--- src/rtl/matrix_op_sched.sv ---
// Command scheduler for matrix_alu: validates opcodes, runs the start/done/error
// handshake with a timeout watchdog, reports status and arbitrates the memory read port.
module matrix_op_sched #(
  parameter int unsigned TIMEOUT_CYCLES = 1024
) (
  input  logic        clk_i,
  input  logic        rst_ni,
  input  logic        cmd_valid_i,
  output logic        cmd_ready_o,
  input  logic [2:0]  cmd_opcode_i,
  input  logic [15:0] cmd_scalar_i,
  output logic        alu_start_o,
  output logic [2:0]  alu_opcode_o,
  output logic [15:0] alu_scalar_o,
  input  logic        alu_done_i,
  input  logic        alu_error_i,
  output logic        result_valid_o,
  output logic [1:0]  result_status_o,
  output logic [15:0] last_cycles_o,
  output logic        busy_o,
  input  logic        disp_req_i,
  output logic        disp_gnt_o,
  input  logic [1:0]  disp_rd_slot_i,
  input  logic [2:0]  disp_rd_row_i,
  input  logic [2:0]  disp_rd_col_i,
  input  logic [1:0]  alu_rd_slot_i,
  input  logic [2:0]  alu_rd_row_i,
  input  logic [2:0]  alu_rd_col_i,
  output logic [1:0]  mem_rd_slot_o,
  output logic [2:0]  mem_rd_row_o,
  output logic [2:0]  mem_rd_col_o
);

  typedef enum logic [2:0] {IDLE, RUN, RELEASE, REPORT, FAULT} state_e;

  localparam logic [1:0]  ST_OK      = 2'b00;
  localparam logic [1:0]  ST_DIM_ERR = 2'b01;
  localparam logic [1:0]  ST_BAD_OP  = 2'b10;
  localparam logic [1:0]  ST_TIMEOUT = 2'b11;
  localparam logic [31:0] CNT_LAST   = 32'(TIMEOUT_CYCLES - 1);

  state_e      state_q, state_d;
  logic        start_q, start_d;
  logic [2:0]  opcode_q, opcode_d;
  logic [15:0] scalar_q, scalar_d;
  logic        valid_q, valid_d;
  logic [1:0]  status_q, status_d;
  logic [15:0] last_q, last_d;
  logic [31:0] cnt_q, cnt_d;
  logic [1:0]  pendStatus_q, pendStatus_d;
  logic [15:0] pendCycles_q, pendCycles_d;
  logic        faultNext_q, faultNext_d;

  logic [31:0] cntInc;
  logic [15:0] cyclesSat;

  // cnt_q+1 is the number of cycles alu_start has been high, including this one.
  assign cntInc    = cnt_q + 32'd1;
  assign cyclesSat = (cntInc > 32'h0000_FFFF) ? 16'hFFFF : cntInc[15:0];

  always_comb begin
    state_d      = state_q;
    start_d      = start_q;
    opcode_d     = opcode_q;
    scalar_d     = scalar_q;
    valid_d      = 1'b0;
    status_d     = status_q;
    last_d       = last_q;
    cnt_d        = cnt_q;
    pendStatus_d = pendStatus_q;
    pendCycles_d = pendCycles_q;
    faultNext_d  = faultNext_q;
    case (state_q)
      IDLE: begin
        if (cmd_valid_i) begin
          if (cmd_opcode_i <= 3'd4) begin
            opcode_d = cmd_opcode_i;
            scalar_d = cmd_scalar_i;
            start_d  = 1'b1;
            cnt_d    = 32'd0;
            state_d  = RUN;
          end else begin
            status_d    = ST_BAD_OP;
            last_d      = 16'd0;
            valid_d     = 1'b1;
            faultNext_d = 1'b0;
            state_d     = REPORT;
          end
        end
      end
      RUN: begin
        cnt_d = cntInc;
        if (alu_error_i || alu_done_i) begin
          pendStatus_d = alu_error_i ? ST_DIM_ERR : ST_OK;
          pendCycles_d = cyclesSat;
          start_d      = 1'b0;
          faultNext_d  = 1'b0;
          state_d      = RELEASE;
        end else if (cnt_q == CNT_LAST) begin
          status_d    = ST_TIMEOUT;
          last_d      = cyclesSat;
          valid_d     = 1'b1;
          start_d     = 1'b0;
          faultNext_d = 1'b1;
          state_d     = REPORT;
        end
      end
      RELEASE: begin
        status_d = pendStatus_q;
        last_d   = pendCycles_q;
        valid_d  = 1'b1;
        state_d  = REPORT;
      end
      REPORT:  state_d = faultNext_q ? FAULT : IDLE;
      FAULT:   state_d = FAULT;
      default: state_d = IDLE;
    endcase
  end

  always_ff @(posedge clk_i) begin
    if (!rst_ni) begin
      state_q      <= IDLE;
      start_q      <= 1'b0;
      opcode_q     <= 3'd0;
      scalar_q     <= 16'd0;
      valid_q      <= 1'b0;
      status_q     <= ST_OK;
      last_q       <= 16'd0;
      cnt_q        <= 32'd0;
      pendStatus_q <= ST_OK;
      pendCycles_q <= 16'd0;
      faultNext_q  <= 1'b0;
    end else begin
      state_q      <= state_d;
      start_q      <= start_d;
      opcode_q     <= opcode_d;
      scalar_q     <= scalar_d;
      valid_q      <= valid_d;
      status_q     <= status_d;
      last_q       <= last_d;
      cnt_q        <= cnt_d;
      pendStatus_q <= pendStatus_d;
      pendCycles_q <= pendCycles_d;
      faultNext_q  <= faultNext_d;
    end
  end

  // A pending command always beats the display for the shared read port.
  assign disp_gnt_o      = (state_q == IDLE) && disp_req_i && !cmd_valid_i;
  assign mem_rd_slot_o   = disp_gnt_o ? disp_rd_slot_i : alu_rd_slot_i;
  assign mem_rd_row_o    = disp_gnt_o ? disp_rd_row_i  : alu_rd_row_i;
  assign mem_rd_col_o    = disp_gnt_o ? disp_rd_col_i  : alu_rd_col_i;

  assign cmd_ready_o     = (state_q == IDLE);
  assign busy_o          = (state_q != IDLE);
  assign alu_start_o     = start_q;
  assign alu_opcode_o    = opcode_q;
  assign alu_scalar_o    = scalar_q;
  assign result_valid_o  = valid_q;
  assign result_status_o = status_q;
  assign last_cycles_o   = last_q;

endmodule

--- config.mk ---
export PLATFORM = sky130hd
export DESIGN_NAME = matrix_op_sched
export DESIGN_NICKNAME = d
export VERILOG_FILES = /design/src/rtl/matrix_op_sched.sv
export SDC_FILE = /design/constraint.sdc
export NUM_CORES = 1
export LEC_CHECK = 0
export BUFFER_PORTS_ARGS = -buffer_cell sky130_fd_sc_hd__clkbuf_2
export CORE_MARGIN = 3
export CORE_UTILIZATION = 60
export CTS_CLUSTER_SIZE = 12
export DETAILED_ROUTE_END_ITERATION = 10
export PLACE_DENSITY = 0.95
export SYNTH_ARGS = -nofsm -noshare
export SYNTH_HDL_FRONTEND = slang
export SYNTH_SLANG_ARGS = --single-unit
--- constraint.sdc ---
create_clock -name clk_i -period 4.6 [get_ports clk_i]
set_input_delay 0.46 -clock clk_i [delete_from_list [all_inputs] [get_ports clk_i]]
set_output_delay 0.46 -clock clk_i [all_outputs]
set_load 0.05 [all_outputs]
# Yosys cells after proc, flatten, opt, wreduce, memory -nomap -nowiden
# Cells that the tools add are included.
# word_totals
reg_bits,93
# classes
add_sub_neg,1
n_eq_ne,11
mux,39
n_lt_le_gt_ge,2
n_reduce_logical,15
# ops
cell,count
16-bit 2-to-1 mux,5
32-bit 2-to-1 mux,2
32-bit case mux with 2 select lines,1
16-bit case mux with 3 select lines,1
"32-bit by 1-bit adder with 32-bit output, second input constant",1
"32-bit by 10-bit == test with 1-bit output, second input constant",1
"32-bit by 16-bit > comparator with 1-bit output, second input constant",1
3-bit 2-to-1 mux,6
3-bit case mux with 5 select lines,1
1-bit 2-to-1 mux,13
2-bit 2-to-1 mux,6
"2-bit inequality test, second input constant",4
4-bit AND reduction,2
"3-bit by 2-bit == test with 1-bit output, second input constant",2
2-bit case mux with 3 select lines,1
3-bit AND reduction,2
3-bit nonzero test,2
5-bit AND reduction,1
1-bit case mux with 2 select lines,2
2-bit AND reduction,2
"3-bit by 1-bit == test with 1-bit output, second input constant",1
"3-bit == test, second input constant",1
"3-bit <= comparator, second input constant",1
3-bit zero test,1
other kinds (7),8

# Logic depth before layout (Yosys ltp)
# Gate-level depths: netlist of run 1.
# depth
word_depth,6
depth_mapped,9
ltp_nobuf,7

# Worst setup path before layout of run 1
# Ideal clock, no wire load.
# synth_path
path_kind,register -> output
from,register state_q[0]
to,output port mem_rd_col_o[0]
stages_incl_launch_ff,8
t_arrival_ns,2.693
slack_ns,1.447
n_path_buf,1
required_ns,4.140
path_cell_list,dfxtp_1 > clkbuf_1 > or3_1 > inv_1 > nand3b_1 > clkinv_1 > nand2_1 > nand2_1
# synth_between
elab_chain_len,4
# synth_lines
item,line,text
from (decl),42,"state_e state_q, state_d;"
from (signal assigned),134,state_q <= state_d;
3-bit zero test,--,
net cmd_ready_o,9,"output logic cmd_ready_o,"
1-bit logical AND (2 in series),149,assign disp_gnt_o = (state_q == IDLE) && disp_req_i && !cmd_valid_i;
net disp_gnt_o,22,"output logic disp_gnt_o,"
3-bit 2-to-1 mux,152,assign mem_rd_col_o = disp_gnt_o ? disp_rd_col_i : alu_rd_col_i;
to (decl),31,output logic [2:0] mem_rd_col_o
# The timed path passes the listed nets, and every way through them passes these cells.

# Worst setup path in the final report of run 1
# layout_path
from,register cnt_q[0]
to,"register last_q[1], in the netlist last_cycles_o[1]"
# layout_between
elab_chain_len,6
# layout_lines
item,line,text
from (decl),49,"logic [31:0] cnt_q, cnt_d;"
from (signal assigned),141,cnt_q <= cnt_d;
32-bit by 1-bit adder with 32-bit output,58,assign cntInc = cnt_q + 32'd1;
32-bit by 16-bit > comparator with 1-bit output,59,assign cyclesSat = (cntInc > 32'h0000_FFFF) ? 16'hFFFF : cntInc[15:0];
16-bit 2-to-1 mux,59,
16-bit 2-to-1 mux,99,end else if (cnt_q == CNT_LAST) begin
16-bit 2-to-1 mux,93,if (alu_error_i || alu_done_i) begin
16-bit case mux with 3 select lines,73,case (state_q)
to (signal assigned),140,last_q <= last_d;
to (decl),48,"logic [15:0] last_q, last_d;"
# Several ways; a longest one is shown, not always the timed one. The select of a mux whose other input is x is not followed.
# A chain may end at the register's enable or synchronous reset.

==> metrics.txt, run 1 <==
number of distinct library cell variants in the gate-level netlist after synthesis=between 50 and 60; fill cell count=591; clock period minus final worst setup slack=3.55 ns; final hold violations=0; final-stage net count=just over 700; clock network latency to the later pin of the worst-skew pair=around 0.38 ns; total global routing overflow=0; synth warn=0; core occupancy in the finished layout=slightly below 70%; standby leakage power=~2 nW; Inserted Clock Buffers=9; Setup crit start kind=flop; total number of cells along the worst setup path=7; TritonCTS clock tree=yes; Initial DRC Count=about 540; Pwr per Cell Area=roughly 330 mW/mm2; Antenna Nets Post-Route=0; count of buffering cells on the critical path with inverters included=0; cell at the root of the clock tree=sky130_fd_sc_hd__clkbuf_8; all-layer global routing usage=between 30% and 40%; depth of the most critical reg-to-reg path=7; total via count in the routed design=5079; Synth Register Bits=92; post-route clock skew=0.0162 ns; Post-Synthesis Net Count=~670; postcts setup bufs=0; first-pass GRT wire length=approximately 22 mm; Critical path destination=last_cycles_o[1]; initial antenna violation count=0; register area share after synthesis=about two fifths; Hold WS=just under 0.3 ns; launch point of the worst path=cnt_q[0]; Resized Gates After CTS=0; dominant synthesized flop cell=sky130_fd_sc_hd__dfxtp_1; pin count of the biggest net entering global routing=69; Crit path required time=approximately 4.8 ns; Critical Path, Cell by Cell=ha_1, and4_1, nand3_1, o41ai_1, o211ai_1, nor4_4, a41oi_1; DP Wirelength=between 9 and 10 mm; clock-pin transition on the worst setup and hold timing paths=0.10 ns; vias per std cell=between 6 and 7; Buffers on Ports=90; final wirelength=approximately 14 mm; async set-reset flop share out of synthesis=0%; delay of the slowest cell on the worst path=approximately 0.94 ns; highest achievable clock rate=around 280 MHz; H-Tree Depth=3; Slew Limit Headroom=approximately 16%; Post-route DRC=0; capturing point of the worst reg2reg path=last_cycles_o[1]; area enclosed by the die boundary=0.00914 mm2; Final Setup Violations=0; top-count cell post-synth=sky130_fd_sc_hd__nand2_1; layout-stage area growth over the synthesis result=11.9%; cell type with the highest aggregate area in the netlist=sky130_fd_sc_hd__dfxtp_1; arrival time worst endpoint=about 3.7 ns; placer's final routability congestion estimate=between 0.9 and 1; RSZ-0062 raised after global routing=false; Initial Util=slightly above 60%; category of cells accounting for the largest share of critical-path delay=simple AND/OR/NAND/NOR gates; run status=complete, no violations; CTS hold repair buffers=0; Worst setup EP type=flop; final setup TNS=0 ns; maximum resistive drop on vdd=roughly 0.15 mV; max-cap violation count=0; Max stage delay cell, worst path=sky130_fd_sc_hd__nor4_4; most area-consuming cells after synthesis=sky130_fd_sc_hd__dfxtp_1 38%, sky130_fd_sc_hd__nand2_1 7.6%, sky130_fd_sc_hd__a21oi_1 5.5%; Post-Synthesis Mean Instance Area=7.64 um2; First-pass DRT Iterations=6; top cell types by occurrence after synthesis=98 x sky130_fd_sc_hd__nand2_1, 92 x sky130_fd_sc_hd__dfxtp_1, 61 x sky130_fd_sc_hd__nor2_1, 53 x sky130_fd_sc_hd__a21oi_1, 38 x sky130_fd_sc_hd__o21ai_0; TritonCTS Sinks=92; area inside the core boundary=0.00777 mm2; final cycle utilization of the critical path=roughly 77%; count of pins over their slew limit=0; Die X-Extent=roughly 96 um; slew at the pin closest to its max-slew limit=between 1 and 1.5 ns; share of the synthesized area in the top cell type=38.3%; Hold/Removal Path Class=input port to flop; netlist area before placement=0.00481 mm2; fraction of final layout cells sized beyond drive strength 1=roughly 18%; standard-cell rows=32; gate count after technology mapping=630; crit-path max FO=22; worst-case register-to-register setup slack=approximately 1.1 ns; ant diodes=0; WS Path Type=flop to flop; min-delay src=cmd_scalar_i[5]; Routed wire per std cell=about 18 um; worst hold path depth=3; Max Buffers Root-to-Sink=2; number of enable flip-flop cells after synthesis=0; Die Y-Extent=95.6 um; number of global-route vias before repair=~4400; critical register-to-register path startpoint=cnt_q[0]; number of placed I/O pins=around 90
-- layout make-up --
class,count,area (um2),share of cell area (%)
clock buffer,9,124,2.30
clock inverter,7,75.1,1.39
inverter,6,22.5,0.418
multi-input combinational,474,2700,50.1
sequential,92,1840,34.2
tap,102,128,2.37
timing repair buffer,96,495,9.20
-- worst reg2reg max path, cell delays in order, from the launching register on --
cell	delay (ns)
sky130_fd_sc_hd__dfxtp_1	0.51
sky130_fd_sc_hd__ha_1	0.32
sky130_fd_sc_hd__and4_1	0.29
sky130_fd_sc_hd__nand3_1	0.39
sky130_fd_sc_hd__o41ai_1	0.47
sky130_fd_sc_hd__o211ai_1	0.19
sky130_fd_sc_hd__nor4_4	0.94
sky130_fd_sc_hd__a41oi_1	0.27
-- per-layer routing --
layer,track usage (%),share of wire (%),vias to the layer above
met3,7.18,9.9,35
met2,48.8,46,310
li1,-,-,2404
met1,40.9,42,2330
met4,10.7,2.6,0
met5,0,0,-
-- stage by stage --
step / power, mW / cells / setup slack (ns) / cell area (um2)
6_report: 1.77 / 786 / 1.05 / 5390
5_1_grt: 1.84 / 786 / 0.729 / 5390
4_1_cts: 1.77 / 786 / 1.14 / 5390
3_5_place_dp: 1.24 / 770 / 1.20 / 5190
3_3_place_gp: 1.23 / 770 / 1.36 / 5190
2_1_floorplan: 1.14 / 630 / 1.45 / 4810
-- state kept, by name, indices dropped and copies added, names as in the netlist --
register / cells
alu_opcode_o: 3
alu_scalar_o: 16
alu_start_o: 1
cnt_q: 32
faultNext_q: 1
last_cycles_o: 16
pendCycles_q: 16
pendStatus_q: 1
result_status_o: 2
result_valid_o: 1
state_q: 3
-- kinds of logic (layout without fill, tap and decap cells) --
family	after synthesis	after routing	synth area share, %
flip-flops	92	92	38.3
buffers and inverters	64	118	5.80
AO/OA/AOI/OAI	176	176	23.7
XOR/XNOR	17	17	3.09
AND/OR/NAND/NOR	278	278	28.5
multiplexers	1	1	0.208
adder cells (fa/ha/maj)	2	2	0.520
-- worst min path at each step --
stage / end / slack, ns
2_1_floorplan: last_cycles_o[11] / 0.46
3_3_place_gp: alu_scalar_o[7] / 0.44
3_5_place_dp: alu_scalar_o[8] / 0.45
4_1_cts: alu_scalar_o[5] / 0.29
5_1_grt: alu_scalar_o[5] / 0.29
6_report: alu_scalar_o[5] / 0.29
-- placed cells by master (no fill, tap or decap), drive strengths merged, types with 16 or more instances in the layout --
cell type | netlist | final
nor2 | 61 | 61
a21oi | 53 | 53
nor3 | 23 | 23
nand2 | 98 | 98
a41oi | 16 | 16
nand4 | 17 | 17
dfxtp | 92 | 92
nand3 | 18 | 18
o21ai | 38 | 38
clkbuf | 39 | 99
-- power by group --
part	internal (mW)	total, mW	switching (mW)
logic	0.0922	0.367	0.274
registers	0.834	0.862	0.0275
clock network	0.214	0.545	0.331
(Power assumes the default switching activity.)
==> run 2, diff against run 1 <==
Settings changed: CORE_UTILIZATION 60 to 56, PLACE_DENSITY 0.95 to 0.92.
Clock period 4.6 ns to 3.5 ns, I/O delays scaled along.
==> metrics.txt, run 2 (synthesis results as in run 1) <==
Hold/Removal Path Class=input port to flop; initial antenna violation count=0; maximum resistive drop on vdd=around 0.21 mV; count of pins over their slew limit=0; Critical path destination=last_cycles_o[1]; Antenna Nets Post-Route=0; RSZ-0062 raised after global routing=false; First-pass DRT Iterations=5; total global routing overflow=0; fill cell count=slightly below 700; WS Path Type=flop to flop; min-delay src=cmd_scalar_i[4]; CTS hold repair buffers=0; Worst setup EP type=flop; number of global-route vias before repair=4580; Pwr per Cell Area=roughly 430 mW/mm2; commonest non-fill, non-tap cell in the layout=sky130_fd_sc_hd__nand2_1; TritonCTS clock tree=yes; final hold violations=0; pre-CTS worst setup slack=0.120 ns; standard-cell rows=33; post-route clock skew=approximately 0.012 ns; met2 routing resource usage after global routing=roughly 47%; least setup slack across all paths after layout=between 0.2 and 0.3 ns; Buffers on Ports=90; core occupancy in the finished layout=between 60% and 70%; Die Y-Extent=a little under 100 um; Hold WS=between 0.15 and 0.2 ns; number of placed I/O pins=just over 90; Inserted Clock Buffers=9; met1 global-route usage=between 30% and 40%; TritonCTS Sinks=between 90 and 100; final cycle utilization of the critical path=91.9%; first-pass GRT wire length=about 22 mm; Final Setup Violations=0; Initial Util=between 50 and 60%; final wirelength=around 14 mm; Max Buffers Root-to-Sink=2; clock-pin transition on the worst setup and hold timing paths=about 0.11 ns; placer's final routability congestion estimate=approximately 0.94; Die X-Extent=approximately 100 um; vias per std cell=roughly 6.5; largest reg by FF count=cnt_q; slew at the pin closest to its max-slew limit=between 1 and 1.5 ns; capturing point of the worst reg2reg path=last_cycles_o[1]; Routed wire per std cell=18.0 um; worst-case register-to-register setup slack=0.28 ns; launch point of the worst path=cnt_q[0]; arrival time worst endpoint=3.43 ns; cell at the root of the clock tree=sky130_fd_sc_hd__clkbuf_8; run status=complete, no violations; Initial DRC Count=about 570; H-Tree Depth=3; crit-path max FO=14; cell area after placement=about 0.0053 mm2; Crit path required time=3.71 ns; GRT met3 Usage=under 10%; Finished Cell Area=~0.0055 mm2; depth of the most critical reg-to-reg path=7; Slew Limit Headroom=a little under a quarter; pin count of the biggest net entering global routing=45; final-stage net count=about 730; layout-stage area growth over the synthesis result=14.1%; standby leakage power=2.06 nW; area inside the core boundary=just over 0.008 mm2; ant diodes=0; Post-route DRC=0; max-cap violation count=0; total via count in the routed design=5162; fraction of final layout cells sized beyond drive strength 1=19.2%; all-layer global routing usage=28.1%; clock network latency to the later pin of the worst-skew pair=0.38 ns; highest achievable clock rate=between 300 and 400 MHz; area enclosed by the die boundary=between 0.009 and 0.01 mm2; critical register-to-register path startpoint=cnt_q[0]; DP Wirelength=~10 mm; GRT busiest layer=met2; clock period minus final worst setup slack=~3.2 ns; final setup TNS=0 ns; most used cells in the layout excluding fill and tap cells=98 x sky130_fd_sc_hd__nand2_1, 92 x sky130_fd_sc_hd__dfxtp_1, 90 x sky130_fd_sc_hd__clkbuf_2; flip-flop count of the largest register after layout=32; Setup crit start kind=flop
## run 2: cell types whose count changed in the layout (fill, tap and decap cells not counted), sizes merged
| cell | before | now |
|---|---|---|
| buf | 6 | 14 |
| clkinvlp | 1 | 0 |
| inv | 8 | 9 |
| nor4 | 12 | 13 |
## run 2: stage by stage
step	power, mW	cells
detailed placement	1.63	781
finish	2.38	798
CTS	2.38	797
global placement	1.61	781
floorplan	1.49	630
global route	2.47	798
## run 2: critical path, stage by stage (launching register included)
cell                       delay [ns]
sky130_fd_sc_hd__dfxtp_1         0.47
sky130_fd_sc_hd__ha_1            0.30
sky130_fd_sc_hd__and4_1          0.30
sky130_fd_sc_hd__nand3_2         0.27
sky130_fd_sc_hd__o41ai_1         0.44
sky130_fd_sc_hd__o211ai_1        0.32
sky130_fd_sc_hd__nor4_4          0.69
sky130_fd_sc_hd__a41oi_1         0.26
## run 2: worst min-delay path by stage
stage	endpoint	cells past startpoint
floorplan	last_cycles_o[11]	2
detailed placement	alu_scalar_o[12]	2
global route	alu_scalar_o[0]	3
global placement	alu_scalar_o[8]	2
finish	alu_scalar_o[4]	3
CTS	alu_scalar_o[3]	3
## run 2: timing repair
item / 4_1_cts / 5_1_grt
resized for setup: 0 / 2
setup buffers: 0 / 0
setup endpoints to repair: 0 / 22
## run 2: layer usage
metal	share of wire [%]	up-vias	routed length, um
met4	2.9	0	419
met1	40	2418	5810
met5	0	-	0
li1	-	2426	-
met3	8.8	37	1270
met2	48	281	6890
## run 2: area by class of cell
type | instances | area (um2) | area share, %
sequential | 92 | 1840 | 33.5
timing repair buffer | 104 | 556 | 10.1
clock buffer | 9 | 124 | 2.26
multi-input combinational | 475 | 2730 | 49.6
tap | 105 | 131 | 2.39
clock inverter | 7 | 91.3 | 1.66
inverter | 6 | 22.5 | 0.410
## run 2: where the power goes
part           switching, mW  total [mW]  internal [mW]
Combinational          0.359       0.484          0.124
Sequential            0.0358        1.13           1.10
Clock                  0.470       0.763          0.294
Total                  0.865        2.38           1.51
